===== config.mk =====
export PLATFORM = sky130hd
export DESIGN_NAME = imm_encoder
export DESIGN_NICKNAME = d
export VERILOG_FILES = /design/src/rtl/riscv_enc_pkg.sv /design/src/rtl/imm_range_chk.sv /design/src/rtl/imm_encoder.sv
export SDC_FILE = /design/constraint.sdc
export NUM_CORES = 1
export LEC_CHECK = 0
export ABC_AREA = 0
export BUFFER_PORTS_ARGS = -buffer_cell sky130_fd_sc_hd__buf_2
export CORE_MARGIN = 10
export CORE_UTILIZATION = 35
export CTS_BUF_LIST = sky130_fd_sc_hd__clkbuf_8
export DETAILED_ROUTE_END_ITERATION = 8
export GPL_ROUTABILITY_DRIVEN = 0
export PLACE_DENSITY_LB_ADDON = 0.2
export SKIP_LAST_GASP = 1
export SYNTH_ARGS = -nofsm -noshare
export SYNTH_HDL_FRONTEND = slang
export SYNTH_HIERARCHICAL = 1
export SYNTH_SLANG_ARGS = --single-unit

===== constraint.sdc =====
create_clock -name clk -period 3.05 [get_ports clk]
set_input_delay 0.61 -clock clk [delete_from_list [all_inputs] [get_ports clk]]
set_output_delay 0.61 -clock clk [all_outputs]
set_load 0.02 [all_outputs]

===== src/rtl/riscv_enc_pkg.sv =====
`default_nettype none
// ============================================================================
//  Module      : riscv_enc_pkg
//  Description : Shared constants and types for the RV64I immediate encoder:
//                major opcodes, request kind enumeration, canonical NOP,
//                encoder FSM state type and instruction-field packing helpers.
//  Revision    : 1.0 - initial release
// ============================================================================
package riscv_enc_pkg;

  // Major opcodes used by the encoder
  localparam logic [6:0] OPC_OP_IMM = 7'h13;
  localparam logic [6:0] OPC_LOAD   = 7'h03;
  localparam logic [6:0] OPC_STORE  = 7'h23;
  localparam logic [6:0] OPC_BRANCH = 7'h63;
  localparam logic [6:0] OPC_JALR   = 7'h67;
  localparam logic [6:0] OPC_JAL    = 7'h6f;
  localparam logic [6:0] OPC_AUIPC  = 7'h17;
  localparam logic [6:0] OPC_LUI    = 7'h37;

  // ADDI x0,x0,0 -- also the payload of every error beat
  localparam logic [31:0] INST_NOP = 32'h0000_0013;

  // Request kinds; encodings 9..15 are illegal
  typedef enum logic [3:0] {
    KIND_ITY    = 4'd0,
    KIND_LOAD   = 4'd1,
    KIND_STORE  = 4'd2,
    KIND_BRANCH = 4'd3,
    KIND_JALR   = 4'd4,
    KIND_JAL    = 4'd5,
    KIND_AUIPC  = 4'd6,
    KIND_LUI    = 4'd7,
    KIND_LI     = 4'd8
  } kind_e;

  // Encoder output FSM
  typedef enum logic [1:0] {
    ST_IDLE  = 2'd0,
    ST_BEAT1 = 2'd1,
    ST_BEAT2 = 2'd2
  } state_e;

  // I-format packing: imm[11:0] | rs1 | funct3 | rd | opcode
  function automatic logic [31:0] enc_i(input logic [11:0] imm,
                                        input logic [4:0]  rs1,
                                        input logic [2:0]  funct3,
                                        input logic [4:0]  rd,
                                        input logic [6:0]  opcode);
    return {imm, rs1, funct3, rd, opcode};
  endfunction

  // U-format packing: imm[31:12] | rd | opcode
  function automatic logic [31:0] enc_u(input logic [19:0] imm_hi,
                                        input logic [4:0]  rd,
                                        input logic [6:0]  opcode);
    return {imm_hi, rd, opcode};
  endfunction

endpackage
`default_nettype wire


===== src/rtl/imm_range_chk.sv =====
`default_nettype none
// ============================================================================
//  Module      : imm_range_chk
//  Description : Combinational immediate range checker. Decides whether the
//                immediate of a request is encodable for its kind.
//                Optional feature macro: IMMENC_LI_EN (adds LI checks and the
//                li_short output).
//  Ports       : kind      - request kind (4 bits, 9..15 illegal)
//                imm       - two's-complement immediate, DATA_LEN bits
//                in_range  - 1 when the kind is legal and imm is encodable
//                li_short  - (IMMENC_LI_EN only) LI fits a single ADDI
//  Revision    : 1.0 - initial release
// ============================================================================
module imm_range_chk
  import riscv_enc_pkg::*;
#(
  parameter int DATA_LEN = 64
) (
  input  logic [3:0]          kind,
  input  logic [DATA_LEN-1:0] imm,
  output logic                in_range
`ifdef IMMENC_LI_EN
  ,
  output logic                li_short
`endif
);

  // "All bits from n upward equal" == value is representable as an
  // (n+1)-bit signed number.
  logic sx11;
  logic sx12;
  logic sx20;
  logic sx31;

  assign sx11 = (&imm[DATA_LEN-1:11]) | ~(|imm[DATA_LEN-1:11]);
  assign sx12 = (&imm[DATA_LEN-1:12]) | ~(|imm[DATA_LEN-1:12]);
  assign sx20 = (&imm[DATA_LEN-1:20]) | ~(|imm[DATA_LEN-1:20]);
  assign sx31 = (&imm[DATA_LEN-1:31]) | ~(|imm[DATA_LEN-1:31]);

`ifdef IMMENC_LI_EN
  // Positive values from 0x7FFFF800 up would need hi = 0x80000, which LUI
  // sign-extends to a negative number on RV64.
  logic li_top;
  assign li_top   = ~imm[31] & (&imm[30:11]);
  assign li_short = sx11;
`endif

  always_comb begin
    in_range = 1'b0;
    case (kind_e'(kind))
      KIND_ITY,
      KIND_LOAD,
      KIND_JALR,
      KIND_STORE:  in_range = sx11;
      KIND_BRANCH: in_range = sx12 & ~imm[0];
      KIND_JAL:    in_range = sx20 & ~imm[0];
      KIND_AUIPC,
      KIND_LUI:    in_range = sx31 & ~(|imm[11:0]);
`ifdef IMMENC_LI_EN
      KIND_LI:     in_range = sx31 & ~li_top;
`endif
      default:     in_range = 1'b0;
    endcase
  end

endmodule
`default_nettype wire


===== src/rtl/imm_encoder.sv =====
`default_nettype none
// ============================================================================
//  Module      : imm_encoder
//  Description : Encodes an RV64I instruction request (kind, registers,
//                funct3, immediate) into one or two 32-bit instruction beats
//                on a valid/ready output stream. Unencodable immediates and
//                illegal kinds yield a single NOP beat flagged with err_o.
//                Optional feature macro: IMMENC_LI_EN enables the LI pseudo
//                instruction (ADDI, or LUI followed by an optional ADDI).
//  Ports       : clk, rst_n                 - clock / async active-low reset
//                req_valid_i, req_ready_o   - request handshake
//                req_kind_i, req_rd_i, req_rs1_i, req_rs2_i, req_funct3_i,
//                req_imm_i                  - request fields
//                inst_valid_o, inst_ready_i - instruction beat handshake
//                inst_o, inst_last_o, err_o - beat payload
//  Revision    : 1.0 - initial release
// ============================================================================
module imm_encoder
  import riscv_enc_pkg::*;
#(
  parameter int DATA_LEN = 64
) (
  input  logic                clk,
  input  logic                rst_n,
  input  logic                req_valid_i,
  output logic                req_ready_o,
  input  logic [3:0]          req_kind_i,
  input  logic [4:0]          req_rd_i,
  input  logic [4:0]          req_rs1_i,
  input  logic [4:0]          req_rs2_i,
  input  logic [2:0]          req_funct3_i,
  input  logic [DATA_LEN-1:0] req_imm_i,
  output logic                inst_valid_o,
  input  logic                inst_ready_i,
  output logic [31:0]         inst_o,
  output logic                inst_last_o,
  output logic                err_o
);

  state_e      state;
  state_e      state_nxt;
  logic        accept;
  logic        in_range;

  logic [31:0] word1_c;
  logic        last1_c;
  logic        err1_c;

  logic [31:0] inst_q;
  logic        last_q;
  logic        err_q;

`ifdef IMMENC_LI_EN
  logic        li_short;
  logic [19:0] li_hi;
  logic [31:0] word2_c;
  logic [31:0] word2_q;
`endif

  imm_range_chk #(
    .DATA_LEN (DATA_LEN)
  ) u_range_chk (
    .kind     (req_kind_i),
    .imm      (req_imm_i),
    .in_range (in_range)
`ifdef IMMENC_LI_EN
    ,
    .li_short (li_short)
`endif
  );

  // Requests are only taken in IDLE; the reset gate keeps ready low while
  // rst_n is asserted even though the state register already reads IDLE.
  assign accept       = (state == ST_IDLE) & req_valid_i;
  assign req_ready_o  = rst_n & (state == ST_IDLE);
  assign inst_valid_o = (state != ST_IDLE);
  assign inst_o       = inst_q;
  assign inst_last_o  = last_q;
  assign err_o        = err_q;

  // --------------------------------------------------------------------------
  // Encoding of the raw request. Both beats are computed at acceptance, so
  // later changes of the request inputs cannot disturb an ongoing request.
  // --------------------------------------------------------------------------
  always_comb begin
    word1_c = INST_NOP;
    last1_c = 1'b1;
    err1_c  = 1'b0;
`ifdef IMMENC_LI_EN
    word2_c = '0;
    // hi = (imm + 0x800) >> 12, truncated to the 20-bit LUI field; the low
    // 12 bits of imm are then exactly the sign-extended ADDI immediate.
    li_hi   = req_imm_i[31:12] + {19'd0, req_imm_i[11]};
`endif
    case (kind_e'(req_kind_i))
      KIND_ITY:    word1_c = enc_i(req_imm_i[11:0], req_rs1_i, req_funct3_i,
                                   req_rd_i, OPC_OP_IMM);
      KIND_LOAD:   word1_c = enc_i(req_imm_i[11:0], req_rs1_i, req_funct3_i,
                                   req_rd_i, OPC_LOAD);
      KIND_JALR:   word1_c = enc_i(req_imm_i[11:0], req_rs1_i, req_funct3_i,
                                   req_rd_i, OPC_JALR);
      KIND_STORE:  word1_c = {req_imm_i[11:5], req_rs2_i, req_rs1_i,
                              req_funct3_i, req_imm_i[4:0], OPC_STORE};
      KIND_BRANCH: word1_c = {req_imm_i[12], req_imm_i[10:5], req_rs2_i,
                              req_rs1_i, req_funct3_i, req_imm_i[4:1],
                              req_imm_i[11], OPC_BRANCH};
      KIND_JAL:    word1_c = {req_imm_i[20], req_imm_i[10:1], req_imm_i[11],
                              req_imm_i[19:12], req_rd_i, OPC_JAL};
      KIND_AUIPC:  word1_c = enc_u(req_imm_i[31:12], req_rd_i, OPC_AUIPC);
      KIND_LUI:    word1_c = enc_u(req_imm_i[31:12], req_rd_i, OPC_LUI);
`ifdef IMMENC_LI_EN
      KIND_LI: begin
        if (li_short) begin
          word1_c = enc_i(req_imm_i[11:0], 5'd0, 3'd0, req_rd_i, OPC_OP_IMM);
        end else begin
          word1_c = enc_u(li_hi, req_rd_i, OPC_LUI);
          // A zero low part needs no trailing ADDI
          if (req_imm_i[11:0] != 12'd0) begin
            last1_c = 1'b0;
            word2_c = enc_i(req_imm_i[11:0], req_rd_i, 3'd0, req_rd_i,
                            OPC_OP_IMM);
          end
        end
      end
`endif
      default: word1_c = INST_NOP;
    endcase

    // Illegal kind or unencodable immediate: single error beat
    if (!in_range) begin
      word1_c = INST_NOP;
      last1_c = 1'b1;
      err1_c  = 1'b1;
`ifdef IMMENC_LI_EN
      word2_c = '0;
`endif
    end
  end

  // --------------------------------------------------------------------------
  // FSM
  // --------------------------------------------------------------------------
  always_ff @(posedge clk or negedge rst_n) begin
    if (!rst_n) begin
      state <= ST_IDLE;
    end else begin
      state <= state_nxt;
    end
  end

  always_comb begin
    state_nxt = state;
    case (state)
      ST_IDLE: begin
        if (req_valid_i) state_nxt = ST_BEAT1;
      end
      ST_BEAT1: begin
        if (inst_ready_i) begin
`ifdef IMMENC_LI_EN
          state_nxt = last_q ? ST_IDLE : ST_BEAT2;
`else
          state_nxt = ST_IDLE;
`endif
        end
      end
      ST_BEAT2: begin
        if (inst_ready_i) state_nxt = ST_IDLE;
      end
      default: state_nxt = ST_IDLE;
    endcase
  end

  // --------------------------------------------------------------------------
  // Output / beat registers. Payload only changes on acceptance or on the
  // BEAT1 -> BEAT2 handshake, so it is stable while a beat is stalled.
  // --------------------------------------------------------------------------
  always_ff @(posedge clk or negedge rst_n) begin
    if (!rst_n) begin
      inst_q  <= '0;
      last_q  <= 1'b0;
      err_q   <= 1'b0;
`ifdef IMMENC_LI_EN
      word2_q <= '0;
`endif
    end else begin
      if (accept) begin
        inst_q  <= word1_c;
        last_q  <= last1_c;
        err_q   <= err1_c;
`ifdef IMMENC_LI_EN
        word2_q <= word2_c;
`endif
      end
`ifdef IMMENC_LI_EN
      else if ((state == ST_BEAT1) && inst_ready_i && !last_q) begin
        inst_q <= word2_q;
        last_q <= 1'b1;
      end
`endif
    end
  end

endmodule
`default_nettype wire


==> flow_summary.json <==
{
  "cts_setup_buffers": 0,
  "antenna_found_initial": 0,
  "worstPathArrival_ns": 2.75,
  "die_h_um": 96.4,
  "synth_top_area_share_pct": 40.4,
  "clk_path_buf_depth": 2,
  "yosysMostFrequentCell": "nand2_1",
  "grt_util_all_layers_pct": 16.4,
  "synth_top_area_cell": "dfrtp_1",
  "required_ns": 3.26,
  "power_leakage_uw": 0.00147,
  "synth.distinct_cells": 45,
  "post-route-period-util_pct": 83.5,
  "syn_area_um2": 2040,
  "cp.buffers_inverters": 2,
  "syn_nets": 309,
  "synth_edf_count": 0,
  "synth_common_cells": "36 x nand2_1, 33 x dfrtp_1, 25 x o21ai_0",
  "grt_pass1_vias": 2406,
  "syn_inst": 219,
  "die_area_um2": 9290,
  "cts_hold_buf": 0,
  "setup_viol": 0,
  "wire_per_inst_um": 18.0,
  "tightest_slew_ns": 0.583,
  "worst-setup-path-type": "in2reg",
  "synth.area.top_cells": "dfrtp_1 40%, mux2i_1 11%, nand2_1 6.6%",
  "ys_seq_elements": 33,
  "outcome": "completed",
  "port_buffers": 125,
  "vias": 2236,
  "clockRootBuffer": "clkbuf_8",
  "path_cells": "buf_2, nand4_1, nor4_1, nand2_1, or4_4, o221ai_2, nand4_2, buf_4, o21ai_0",
  "drc": 0,
  "maxCapViolations": 0,
  "post-route-min-period_ns": 2.55,
  "area_growth_pct": 38.5,
  "synth-main-ff-cell": "dfrtp_1",
  "finalNetCount": 434,
  "fin_worst_skew_ns": 0.00540,
  "grt-ovfl-total": 0,
  "dr.pass1.iters": 4,
  "drive_above_1_share_pct": 43.5,
  "antenna_cells": 0,
  "finalHoldViolations": 0,
  "yosysSeqAreaShare_pct": 40.4,
  "clkSinkCount": 33,
  "worst_slack_ns": 0.504,
  "cts_resized": 0,
  "crit_path_max_incr_delay_ns": 0.55,
  "cts_tree": "yes",
  "dp_slack_ns": 0.214,
  "crit_family": "simple AND/OR/NAND/NOR gates",
  "end_kind": "flip-flop",
  "maxSlewViolCount": 0,
  "async_flop_share_pct": 100,
  "core_um2": 5570,
  "drt_iter0_drc": 63,
  "slowest_stage": "or4_4",
  "grt_max_degree": 34,
  "ys_warn_count": 6,
  "max-slew-margin-rel_pct": 61.0,
  "startpoint_type": "input pin",
  "clk_pin_slew_worst_paths_ns": 0.07,
  "finalSetupTns_ns": 0,
  "ir_drop_v": 0.000177,
  "clk_latency_ns": 0.29,
  "p_per_area_nw_per_um2": 381,
  "cts_buffers": 5,
  "initial_core_util_pct": 36.6,
  "avgSynthCellArea_um2": 9.32,
  "ant_nets": 0,
  "rsz0062_at_grt": "false",
  "fmax_mhz": 393,
  "rows": 27,
  "grt_pass1_wl_um": 11900,
  "io_pins": 126,
  "routed_wl_um": 7500,
  "via_per_inst": 5.36,
  "die_x_um": 96.4,
  "dp_hpwl_um": 6210,
  "min_path_type": "in2async",
  "crit_fanout": 14,
  "htreeDepth": 2
}
[cell type report]
class / instances / area (um2)
flip-flops and latches: 33 / 826
well taps: 72 / 90.1
fillers: 561 / 2750
inverters: 5 / 18.8
clock buffers: 6 / 82.6
repair buffers: 131 / 671
multi-input cells: 168 / 1110
clock inverters: 2 / 33.8
[layout by cell type, fill, tap and decap left out, types with 6 or more instances in the layout]
cell type,Yosys,routed
buf_2,3,125
nand2_1,36,36
dfrtp_1,33,33
o21ai_0,25,25
mux2i_1,23,23
nor4_1,17,17
nand4_1,15,15
o21ai_1,9,9
inv_1,5,6
clkbuf_8,0,6
buf_4,2,6
[through the flow]
stage	hold WS, ns	util [%]	cell area, um2	cells	total power (uW)
floorplan	0.314	-	2040	219	545
global placement	0.458	48.6	2710	409	653
detailed placement	0.467	48.6	2710	409	655
CTS	0.404	50.7	2830	417	1090
global route	0.422	50.7	2830	417	1130
finish	0.378	50.7	2830	417	1080
[layer usage]
metal | global-route usage [%] | routed length (um) | vias to the layer above | share of wire (%)
met4 | 5.33 | 161 | 0 | 2.1
met5 | 0 | 0 | - | 0
li1 | - | - | 1077 | -
met2 | 27.6 | 3720 | 96 | 50
met3 | 6.01 | 708 | 10 | 9.4
met1 | 18.9 | 2910 | 1053 | 39
[logic make-up after synthesis]
family                   count (synthesis)  synth area share [%]
AO/OA/AOI/OAI                           50                  15.3
adder cells (fa/ha/maj)                  1                 0.490
buffers and inverters                   18                  5.39
flip-flops                              33                  40.4
multiplexers                            24                  11.8
AND/OR/NAND/NOR                         93                  26.5
[sequential cells by signal, indices dropped and copies added (netlist names)]
| signal | cells |
|---|---|
| err_o | 1 |
| state | 1 |
| inst_o | 31 |
[final timing paths]
| kind | depth (start not counted) | slack (ns) | start | endpoint |
|---|---|---|---|---|
| setup / recovery | 9 | 0.50 | req_imm_i[48] | inst_o[27]$_DFFE_PN0P_ |
| hold / removal | 2 | 0.38 | rst_n | inst_o[11]$_DFFE_PN0P_ |
| setup reg to reg | 4 | 1.40 | state[0]$_DFFE_PN0P_ | inst_o[4]$_DFFE_PN0P_ |
| hold reg to reg | 2 | 0.48 | inst_o[17]$_DFFE_PN0P_ | inst_o[17]$_DFFE_PN0P_ |
| max in group asynchronous | 2 | 2.37 | rst_n | inst_o[12]$_DFFE_PN0P_ |
| min in group clk | 2 | 0.48 | inst_o[17]$_DFFE_PN0P_ | inst_o[17]$_DFFE_PN0P_ |
[where the power goes]
group | leakage, uW | total (uW) | internal [uW] | switching [uW]
registers | 0.000446 | 445 | 442 | 3.21
clock network | 0.0000626 | 432 | 263 | 169
logic | 0.000965 | 200 | 83.8 | 116
Note: power is estimated with default switching activity, not from simulation.
